$ cat config.mk
export PLATFORM = sky130hd
export DESIGN_NAME = hist_eq_ctrl_flat
export DESIGN_NICKNAME = d
export VERILOG_FILES = /design/src/rtl/hist_eq_pkg.sv /design/src/rtl/hist_eq_ctrl_if.sv /design/src/rtl/hist_eq_frame_tracker.sv /design/src/rtl/hist_eq_ctrl.sv /design/src/flat_wrapper.sv
export SDC_FILE = /design/constraint.sdc
export NUM_CORES = 1
export LEC_CHECK = 0
export BUFFER_PORTS_ARGS = -buffer_cell sky130_fd_sc_hd__clkbuf_2
export CAP_MARGIN = 20
export CORE_MARGIN = 4
export CORE_UTILIZATION = 55
export DETAILED_ROUTE_END_ITERATION = 16
export PLACE_DENSITY_LB_ADDON = 0.2
export SYNTH_ARGS = -nofsm -noshare
export SYNTH_HDL_FRONTEND = slang
export SYNTH_SLANG_ARGS = --single-unit
$ cat constraint.sdc
create_clock -name i_sys_clk -period 8 [get_ports i_sys_clk]
set_input_delay 0.4 -clock i_sys_clk [delete_from_list [all_inputs] [get_ports i_sys_clk]]
set_output_delay 0.4 -clock i_sys_clk [all_outputs]
set_load 0.03 [all_outputs]
$ cat src/rtl/hist_eq_pkg.sv
// Shared types and constants for the hist_eq_module configuration controller.
// The parameter-set struct is sized by HIST_EQ_DW and matches the controller's default DATA_WIDTH.
package hist_eq_pkg;

  localparam int HIST_EQ_DW = 8;

  typedef enum logic {
    ST_IDLE   = 1'b0,
    ST_ACTIVE = 1'b1
  } hist_eq_ctrl_state_t;

  localparam logic [1:0] CFG_ADDR_CONTRAST = 2'd0;
  localparam logic [1:0] CFG_ADDR_UPPER    = 2'd1;
  localparam logic [1:0] CFG_ADDR_LOWER    = 2'd2;
  localparam logic [1:0] CFG_ADDR_THR_EN   = 2'd3;

  typedef struct packed {
    logic [HIST_EQ_DW-1:0] contrast;
    logic [HIST_EQ_DW-1:0] upper;
    logic [HIST_EQ_DW-1:0] lower;
    logic                  thr_en;
  } hist_eq_cfg_t;

  // A parameter set is usable only if its band is non-empty.
  function automatic logic cfg_is_valid(input hist_eq_cfg_t c);
    return c.lower < c.upper;
  endfunction

endpackage

$ cat src/rtl/hist_eq_ctrl_if.sv
// AXI-Stream handshake bundle observed by the controller.
// The master modport drives the stream; the slave modport only watches it.
interface hist_eq_ctrl_if;
  logic tvalid;
  logic tready;
  logic tuser;
  logic tlast;

  modport master (output tvalid, output tready, output tuser, output tlast);
  modport slave  (input tvalid, input tready, input tuser, input tlast);
endinterface

$ cat src/rtl/hist_eq_frame_tracker.sv
// Frame/line geometry tracker: FSM, x/y counters, length errors and frame-done pulse.
// state     | meaning
// ST_IDLE   | between frames, waiting for an SOF beat
// ST_ACTIVE | frame in progress, counting pixels and lines
module hist_eq_frame_tracker
  import hist_eq_pkg::*;
#(
  parameter int WIDTH  = 1280,
  parameter int HEIGHT = 1024
) (
  input  logic        i_sys_clk,
  input  logic        i_sys_aresetn,
  input  logic        i_beat,
  input  logic        i_tuser,
  input  logic        i_tlast,
  input  logic        i_err_clr,
  output logic        o_busy,
  output logic        o_frame_done,
  output logic [15:0] o_frame_cnt,
  output logic        o_err_line_len,
  output logic        o_err_frame_len,
  output logic        o_frame_end,
  output logic        o_sof_idle
);

  localparam int XW = $clog2(WIDTH);
  localparam int YW = (HEIGHT > 1) ? $clog2(HEIGHT) : 1;
  localparam logic [XW-1:0] X_LAST = XW'(WIDTH - 1);
  localparam logic [YW-1:0] Y_LAST = YW'(HEIGHT - 1);

  hist_eq_ctrl_state_t state_q, state_d;
  logic [XW-1:0] x_q, x_d;
  logic [YW-1:0] y_q, y_d;
  logic          busy_q, busy_d;
  logic          done_q, done_d;
  logic [15:0]   cnt_q, cnt_d;
  logic          err_line_q, err_line_d;
  logic          err_frame_q, err_frame_d;
  logic          line_bad, sof_restart, frame_end, sof_idle;

  always_ff @(posedge i_sys_clk or negedge i_sys_aresetn) begin
    if (!i_sys_aresetn) begin
      state_q     <= ST_IDLE;
      x_q         <= '0;
      y_q         <= '0;
      busy_q      <= 1'b0;
      done_q      <= 1'b0;
      cnt_q       <= '0;
      err_line_q  <= 1'b0;
      err_frame_q <= 1'b0;
    end else begin
      state_q     <= state_d;
      x_q         <= x_d;
      y_q         <= y_d;
      busy_q      <= busy_d;
      done_q      <= done_d;
      cnt_q       <= cnt_d;
      err_line_q  <= err_line_d;
      err_frame_q <= err_frame_d;
    end
  end

  always_comb begin
    state_d     = state_q;
    x_d         = x_q;
    y_d         = y_q;
    line_bad    = 1'b0;
    sof_restart = 1'b0;
    frame_end   = 1'b0;
    sof_idle    = 1'b0;
    case (state_q)
      ST_IDLE: begin
        if (i_beat && i_tuser) begin
          sof_idle = 1'b1;
          state_d  = ST_ACTIVE;
          x_d      = XW'(1);
          y_d      = '0;
        end
      end
      ST_ACTIVE: begin
        if (i_beat && i_tuser) begin
          sof_restart = 1'b1;
          x_d         = XW'(1);
          y_d         = '0;
        end else if (i_beat) begin
          // A line ends on tlast or is forced to end at the last pixel slot.
          line_bad = i_tlast != (x_q == X_LAST);
          if (i_tlast || (x_q == X_LAST)) begin
            x_d = '0;
            if (y_q == Y_LAST) begin
              frame_end = 1'b1;
              state_d   = ST_IDLE;
              y_d       = '0;
            end else begin
              y_d = y_q + 1'b1;
            end
          end else begin
            x_d = x_q + 1'b1;
          end
        end
      end
      default: state_d = ST_IDLE;
    endcase
  end

  always_comb begin
    busy_d      = (state_d == ST_ACTIVE);
    done_d      = frame_end;
    cnt_d       = cnt_q + {15'd0, frame_end};
    err_line_d  = line_bad | (err_line_q & ~i_err_clr);
    err_frame_d = sof_restart | (err_frame_q & ~i_err_clr);
  end

  assign o_busy          = busy_q;
  assign o_frame_done    = done_q;
  assign o_frame_cnt     = cnt_q;
  assign o_err_line_len  = err_line_q;
  assign o_err_frame_len = err_frame_q;
  assign o_frame_end     = frame_end;
  assign o_sof_idle      = sof_idle;

endmodule

$ cat src/rtl/hist_eq_ctrl.sv
// Frame-synchronous parameter controller for hist_eq_module: shadow, staged and active
// parameter sets, with the active set only updated between frames.
module hist_eq_ctrl
  import hist_eq_pkg::*;
#(
  parameter int DATA_WIDTH   = 8,
  parameter int WIDTH        = 1280,
  parameter int HEIGHT       = 1024,
  parameter int DEF_CONTRAST = 170,
  parameter int DEF_UPPER    = 250,
  parameter int DEF_LOWER    = 100,
  parameter int DEF_THR_EN   = 1
) (
  input  logic                  i_sys_clk,
  input  logic                  i_sys_aresetn,
  input  logic                  i_cfg_wr,
  input  logic [1:0]            i_cfg_addr,
  input  logic [DATA_WIDTH-1:0] i_cfg_wdata,
  input  logic                  i_cfg_commit,
  input  logic                  i_err_clr,
  hist_eq_ctrl_if.slave         s_axis,
  output logic [DATA_WIDTH-1:0] o_contrast_threshold,
  output logic [DATA_WIDTH-1:0] o_upper_bound,
  output logic [DATA_WIDTH-1:0] o_lower_bound,
  output logic                  o_thresholding_en,
  output logic                  o_cfg_pending,
  output logic                  o_cfg_err,
  output logic                  o_busy,
  output logic                  o_frame_done,
  output logic [15:0]           o_frame_cnt,
  output logic                  o_err_line_len,
  output logic                  o_err_frame_len
);

  localparam hist_eq_cfg_t CFG_DEF = '{
    contrast: HIST_EQ_DW'(DEF_CONTRAST),
    upper:    HIST_EQ_DW'(DEF_UPPER),
    lower:    HIST_EQ_DW'(DEF_LOWER),
    thr_en:   1'(DEF_THR_EN)
  };

  hist_eq_cfg_t shadow_q, shadow_d;
  hist_eq_cfg_t staged_q, staged_d;
  hist_eq_cfg_t active_q, active_d;
  logic         pending_q, pending_d;
  logic         cfg_err_q, cfg_err_d;
  logic         beat, frame_end, sof_idle, busy;
  logic         commit_ok, apply;

  assign beat = s_axis.tvalid & s_axis.tready;

  hist_eq_frame_tracker #(
    .WIDTH  (WIDTH),
    .HEIGHT (HEIGHT)
  ) u_tracker (
    .i_sys_clk       (i_sys_clk),
    .i_sys_aresetn   (i_sys_aresetn),
    .i_beat          (beat),
    .i_tuser         (s_axis.tuser),
    .i_tlast         (s_axis.tlast),
    .i_err_clr       (i_err_clr),
    .o_busy          (busy),
    .o_frame_done    (o_frame_done),
    .o_frame_cnt     (o_frame_cnt),
    .o_err_line_len  (o_err_line_len),
    .o_err_frame_len (o_err_frame_len),
    .o_frame_end     (frame_end),
    .o_sof_idle      (sof_idle)
  );

  always_comb begin
    shadow_d = shadow_q;
    if (i_cfg_wr) begin
      case (i_cfg_addr)
        CFG_ADDR_CONTRAST: shadow_d.contrast = HIST_EQ_DW'(i_cfg_wdata);
        CFG_ADDR_UPPER:    shadow_d.upper    = HIST_EQ_DW'(i_cfg_wdata);
        CFG_ADDR_LOWER:    shadow_d.lower    = HIST_EQ_DW'(i_cfg_wdata);
        default:           shadow_d.thr_en   = i_cfg_wdata[0];
      endcase
    end
  end

  // An SOF in IDLE blocks application so the new frame runs entirely on the old set.
  always_comb begin
    commit_ok = i_cfg_commit & cfg_is_valid(shadow_q);
    apply     = pending_q & ((~busy & ~sof_idle) | frame_end);
    staged_d  = commit_ok ? shadow_q : staged_q;
    active_d  = apply ? staged_q : active_q;
    pending_d = commit_ok | (pending_q & ~apply);
    cfg_err_d = i_cfg_commit & ~cfg_is_valid(shadow_q);
  end

  always_ff @(posedge i_sys_clk or negedge i_sys_aresetn) begin
    if (!i_sys_aresetn) begin
      shadow_q  <= CFG_DEF;
      staged_q  <= CFG_DEF;
      active_q  <= CFG_DEF;
      pending_q <= 1'b0;
      cfg_err_q <= 1'b0;
    end else begin
      shadow_q  <= shadow_d;
      staged_q  <= staged_d;
      active_q  <= active_d;
      pending_q <= pending_d;
      cfg_err_q <= cfg_err_d;
    end
  end

  assign o_contrast_threshold = DATA_WIDTH'(active_q.contrast);
  assign o_upper_bound        = DATA_WIDTH'(active_q.upper);
  assign o_lower_bound        = DATA_WIDTH'(active_q.lower);
  assign o_thresholding_en    = active_q.thr_en;
  assign o_cfg_pending        = pending_q;
  assign o_cfg_err            = cfg_err_q;
  assign o_busy               = busy;

endmodule

$ cat src/flat_wrapper.sv
// flat-port wrapper written by rule: the top's interface ports become plain ports
module hist_eq_ctrl_flat import hist_eq_pkg::*;
#(
  parameter int DATA_WIDTH   = 8,
  parameter int WIDTH        = 1280,
  parameter int HEIGHT       = 1024,
  parameter int DEF_CONTRAST = 170,
  parameter int DEF_UPPER    = 250,
  parameter int DEF_LOWER    = 100,
  parameter int DEF_THR_EN   = 1
)
  (i_sys_clk, i_sys_aresetn, i_cfg_wr, i_cfg_addr, i_cfg_wdata, i_cfg_commit, i_err_clr, o_contrast_threshold, o_upper_bound, o_lower_bound, o_thresholding_en, o_cfg_pending, o_cfg_err, o_busy, o_frame_done, o_frame_cnt, o_err_line_len, o_err_frame_len, s_axis_tvalid, s_axis_tready, s_axis_tuser, s_axis_tlast);
  hist_eq_ctrl_if s_axis_i ();
  input  logic i_sys_clk;
  input  logic i_sys_aresetn;
  input  logic i_cfg_wr;
  input  logic [1:0] i_cfg_addr;
  input  logic [DATA_WIDTH-1:0] i_cfg_wdata;
  input  logic i_cfg_commit;
  input  logic i_err_clr;
  output logic [DATA_WIDTH-1:0] o_contrast_threshold;
  output logic [DATA_WIDTH-1:0] o_upper_bound;
  output logic [DATA_WIDTH-1:0] o_lower_bound;
  output logic o_thresholding_en;
  output logic o_cfg_pending;
  output logic o_cfg_err;
  output logic o_busy;
  output logic o_frame_done;
  output logic [15:0] o_frame_cnt;
  output logic o_err_line_len;
  output logic o_err_frame_len;
  input wire logic [$bits(s_axis_i.tvalid)-1:0] s_axis_tvalid;
  input wire logic [$bits(s_axis_i.tready)-1:0] s_axis_tready;
  input wire logic [$bits(s_axis_i.tuser)-1:0] s_axis_tuser;
  input wire logic [$bits(s_axis_i.tlast)-1:0] s_axis_tlast;
  assign s_axis_i.tvalid = s_axis_tvalid;
  assign s_axis_i.tready = s_axis_tready;
  assign s_axis_i.tuser = s_axis_tuser;
  assign s_axis_i.tlast = s_axis_tlast;
  hist_eq_ctrl #(.DATA_WIDTH(DATA_WIDTH), .WIDTH(WIDTH), .HEIGHT(HEIGHT), .DEF_CONTRAST(DEF_CONTRAST), .DEF_UPPER(DEF_UPPER), .DEF_LOWER(DEF_LOWER), .DEF_THR_EN(DEF_THR_EN)) u_core (.i_sys_clk(i_sys_clk), .i_sys_aresetn(i_sys_aresetn), .i_cfg_wr(i_cfg_wr), .i_cfg_addr(i_cfg_addr), .i_cfg_wdata(i_cfg_wdata), .i_cfg_commit(i_cfg_commit), .i_err_clr(i_err_clr), .s_axis(s_axis_i), .o_contrast_threshold(o_contrast_threshold), .o_upper_bound(o_upper_bound), .o_lower_bound(o_lower_bound), .o_thresholding_en(o_thresholding_en), .o_cfg_pending(o_cfg_pending), .o_cfg_err(o_cfg_err), .o_busy(o_busy), .o_frame_done(o_frame_done), .o_frame_cnt(o_frame_cnt), .o_err_line_len(o_err_line_len), .o_err_frame_len(o_err_frame_len));
endmodule
==> summary.md <==
| Metric | Value |
|---|---|
| Avg Inst Size Synth | 11.6 um^2 |
| P_sw | 0.755 mW |
| Chip Width | 110 um |
| Wire per inst | ~18 um |
| Antenna viol nets, final | 0 |
| Crit path kind | flop to flop |
| CTS tree | done |
| Ports | 66 |
| Max incr delay on CP | about 530 ps |
| Min Clock Period, post-route | 3300 ps |
| Pin count of the biggest net entering global routing | 65 |
| DR vias | 4306 |
| Nets@finish | 588 |
| Cell mode on critical path | ha_1 |
| Sequential share of power | 0.385 |
| CP bufs+invs | 1 |
| Hold Fails Final Rpt | 0 |
| Startpoint types | flop |
| Worst slew pin tran | between 1000 and 1500 ps |
| Max-Cap Viols | 0 |
| PortBufs | 65 |
| Internal Power | 1.63 mW |
| Post-synth cell types | about 60 |
| Fraction of registers with async set/reset | 1.00 |
| Slowest cell on crit path | or4_1 |
| Status | finished clean |
| Initial cell density of the core | 0.575 |
| Syn nets | about 530 |
| Clock buffer depth | 2 |
| H-tree levels | 4 |
| Fmax | 303 MHz |
| Root buffer cell | clkbuf_8 |
| Worst setup EP type | flop |
| Critical Path RT | 8440 ps |
| Worst-Skew Late Latency | ~530 ps |
| Synthesized cell area | 5720 um^2 |
| Row cnt | 36 |
| Commonest non-fill, non-tap cell in the layout | dfrtp_1 |
| Setup violations, final | 0 |
| Compound-gate portion of the synthesized area | 0.131 |
| Post-cts resize count | 0 |
| Clock Skew | 7.83 ps |
| Sw Share | 0.316 |
| Slew headroom | 0.283 |
| P_leak | 3.01 nW |
| ANT cells | 0 |
| Vias in the first global route | 4200 |
| Remaining DRCs | 0 |
| Core Box Area | 9950 um^2 |
| Crit Path Max Fanout | 6 |
| Max-slew violations | 0 |
| Clock transition at the registers of the reported paths | around 60 ps |
| Clock buffer count from CTS | 17 |
| Xor/xnor share of the synthesized area | 0.0322 |
| GRT Util Overall | 0.223 |
| Synth warn | 0 |
| Adder-Cell Fraction of Synth Area | 0.0262 |
| Clock share of power | 0.356 |
| Via-per-instance ratio | 6.13 |
| Final worst-path cycle share | 0.412 |
| WL final | ~13 mm |
| Fin Setup TNS | 0 ps |
| Min Hold Slack | 141 ps |
| Commonest non-fill, non-tap cells in the layout | dfrtp_1, clkbuf_2, mux2_2 |
| Mapped Cells | 494 |
| IR Drop Worst-Case VDD | about 220 uV |
| Post-synthesis sequential area ratio | 0.525 |
| Share of layout cells above drive strength 1 | 0.354 |
| Comb power frac | 0.259 |
| Routability cong. | 0.834 |
| Die Span Y | 110 um |
| CP top delay family | simple AND/OR/NAND/NOR gates |
| First-pass GRT wire length | 20.8 mm |
| Total setup buffers inserted after CTS | 0 |
| Total clock sinks | 118 |
| Initial DRC count | 305 |
| Antenna violations before repair | 0 |
| Post-synth EDFFs | 0 |
| Pre-Repair DR Iteration Count | 5 |
| Pwr Density | 351 nW/um^2 |
| Data arrival, critical path | 3730 ps |
| Worst hold path type | input pin to flop |
| Yosys reg bits | 118 |
| Area Growth Syn to Fin | 19.1% |
| Simple-Gate Fraction of Synth Area | 0.143 |
| Largest family of logic cells by synthesized area | simple AND/OR/NAND/NOR gates |
| Dominant synthesized flop cell | dfrtp_1 |
| RSZ-0062 raised after global routing | false |
| Total grt overflow | 0 |
| Post-DP HPWL | 8.12 mm |
| DIE AREA | 12100 um^2 |
| Final Power | 2.39 mW |
| Crit path cell chain | nand4_1, or4_1, ha_1, nand4bb_1, nor4_4, and2_1, ha_1, ha_1, inv_1, nor2_1, nand4_1, xnor2_1 |
| Post-synthesis mux area share | 0.105 |
==> cells in the mapped netlist, types with 2 or more instances <==
cell type,n,area share
a21oi_1,4,0.0035
o41ai_1,2,0.0031
nor3_1,6,0.0052
nand2b_1,2,0.0022
o21ai_0,5,0.0044
and3_1,9,0.0098
buf_2,5,0.0044
inv_1,19,0.012
and2_1,4,0.0044
nand4_1,32,0.035
nor4_1,3,0.0033
mux2_2,47,0.093
nand2_1,38,0.025
mux2_4,4,0.010
a22o_1,5,0.0077
dfstp_2,42,0.19
xor2_1,3,0.0046
a21o_1,2,0.0026
and4_1,3,0.0046
o2111ai_1,26,0.040
buf_6,4,0.0079
o31ai_1,5,0.0066
o211ai_1,26,0.034
and2b_1,2,0.0026
xnor2_1,18,0.028
o21ai_1,2,0.0017
nand3_1,11,0.0096
nor2b_1,5,0.0055
nor2_1,25,0.016
dfrtp_1,76,0.33
ha_1,12,0.026
o21a_1,2,0.0026
nand3b_1,2,0.0026
clkbuf_1,18,0.012
==> what timing repair did <==
action / CTS / global route
hold buffers: 1 / 0
hold endpoints to repair: 39 / 0
setup endpoints to repair: 0 / 0
==> path summary, 6_finish.rpt <==
path,from,depth (start not counted),slack (ps),to
worst max-delay path,u_core.u_tracker.x_q[4]$_DFFE_PN0P_,12,4700,u_core.u_tracker.o_frame_cnt[14]$_DFF_PN0_
worst min-delay path,i_cfg_wdata[7],2,140,u_core.shadow_q[8]$_DFFE_PN0P_
worst max register to register,u_core.u_tracker.x_q[4]$_DFFE_PN0P_,12,4700,u_core.u_tracker.o_frame_cnt[14]$_DFF_PN0_
worst min register to register,u_core.u_tracker.o_frame_cnt[15]$_DFF_PN0_,1,470,u_core.u_tracker.o_frame_cnt[15]$_DFF_PN0_
max in group asynchronous,i_sys_aresetn,3,6330,u_core.u_tracker.x_q[4]$_DFFE_PN0P_
min in group asynchronous,i_sys_aresetn,2,480,u_core.u_tracker.y_q[3]$_DFFE_PN0P_
==> layout make-up <==
| cell class | count | area, um^2 |
|---|---|---|
| clock inverters | 9 | 195 |
| flip-flops and latches | 118 | 3010 |
| multi-input cells | 329 | 2510 |
| repair buffers | 72 | 395 |
| well taps | 133 | 166 |
| inverters | 19 | 71.3 |
| fillers | 734 | 3140 |
| clock buffers | 23 | 467 |
==> sequential cells by signal, indices dropped and copies added, names as in the netlist <==
name	cells
u_core.shadow_q	25
u_core.u_tracker.o_frame_cnt	16
u_core.o_upper_bound	8
u_core.u_tracker.y_q	10
u_core.u_tracker.o_frame_done	1
u_core.o_cfg_err	1
u_core.staged_q	25
u_core.o_thresholding_en	1
u_core.u_tracker.o_busy	1
u_core.u_tracker.o_err_line_len	1
u_core.u_tracker.o_err_frame_len	1
u_core.o_contrast_threshold	8
u_core.u_tracker.x_q	11
u_core.o_lower_bound	8
u_core.o_cfg_pending	1
==> metrics by stage <==
| stage | utilization | cells | cell area, um^2 | setup slack, ps |
|---|---|---|---|---|
| after floorplan | - | 494 | 5720 | 5140 |
| after global placement | 0.614 | 668 | 6110 | 4900 |
| after detailed placement | 0.614 | 668 | 6110 | 4740 |
| after CTS | 0.681 | 701 | 6780 | 4710 |
| after global routing | 0.684 | 703 | 6810 | 4500 |
| final | 0.684 | 703 | 6810 | 4700 |
==> kinds of logic (layout without fill, tap and decap cells) <==
family	Yosys count	count (layout)
AND/OR/NAND/NOR	151	151
flip-flops	118	118
AO/OA/AOI/OAI	93	93
multiplexers	52	52
buffers and inverters	47	123
XOR/XNOR	21	21
adder cells (fa/ha/maj)	12	12
==> per-layer routing <==
layer,global-route usage,share of wire,vias up
li1,-,-,1998
met1,0.299,0.46,2164
met2,0.352,0.48,123
met3,0.0606,0.050,21
met4,0.0757,0.014,0
met5,0,0,-
==> power by group through the flow <==
stage          Combinational [mW]  Sequential, mW  Clock, mW
6_report                    0.618           0.919      0.852
5_1_grt                     0.676           0.940      0.892
4_1_cts                     0.612           0.919      0.862
3_5_place_dp                0.606           0.927          0
3_3_place_gp                0.592           0.919          0
2_1_floorplan               0.337            1.02          0
Note: power is estimated with default switching activity, not from simulation.
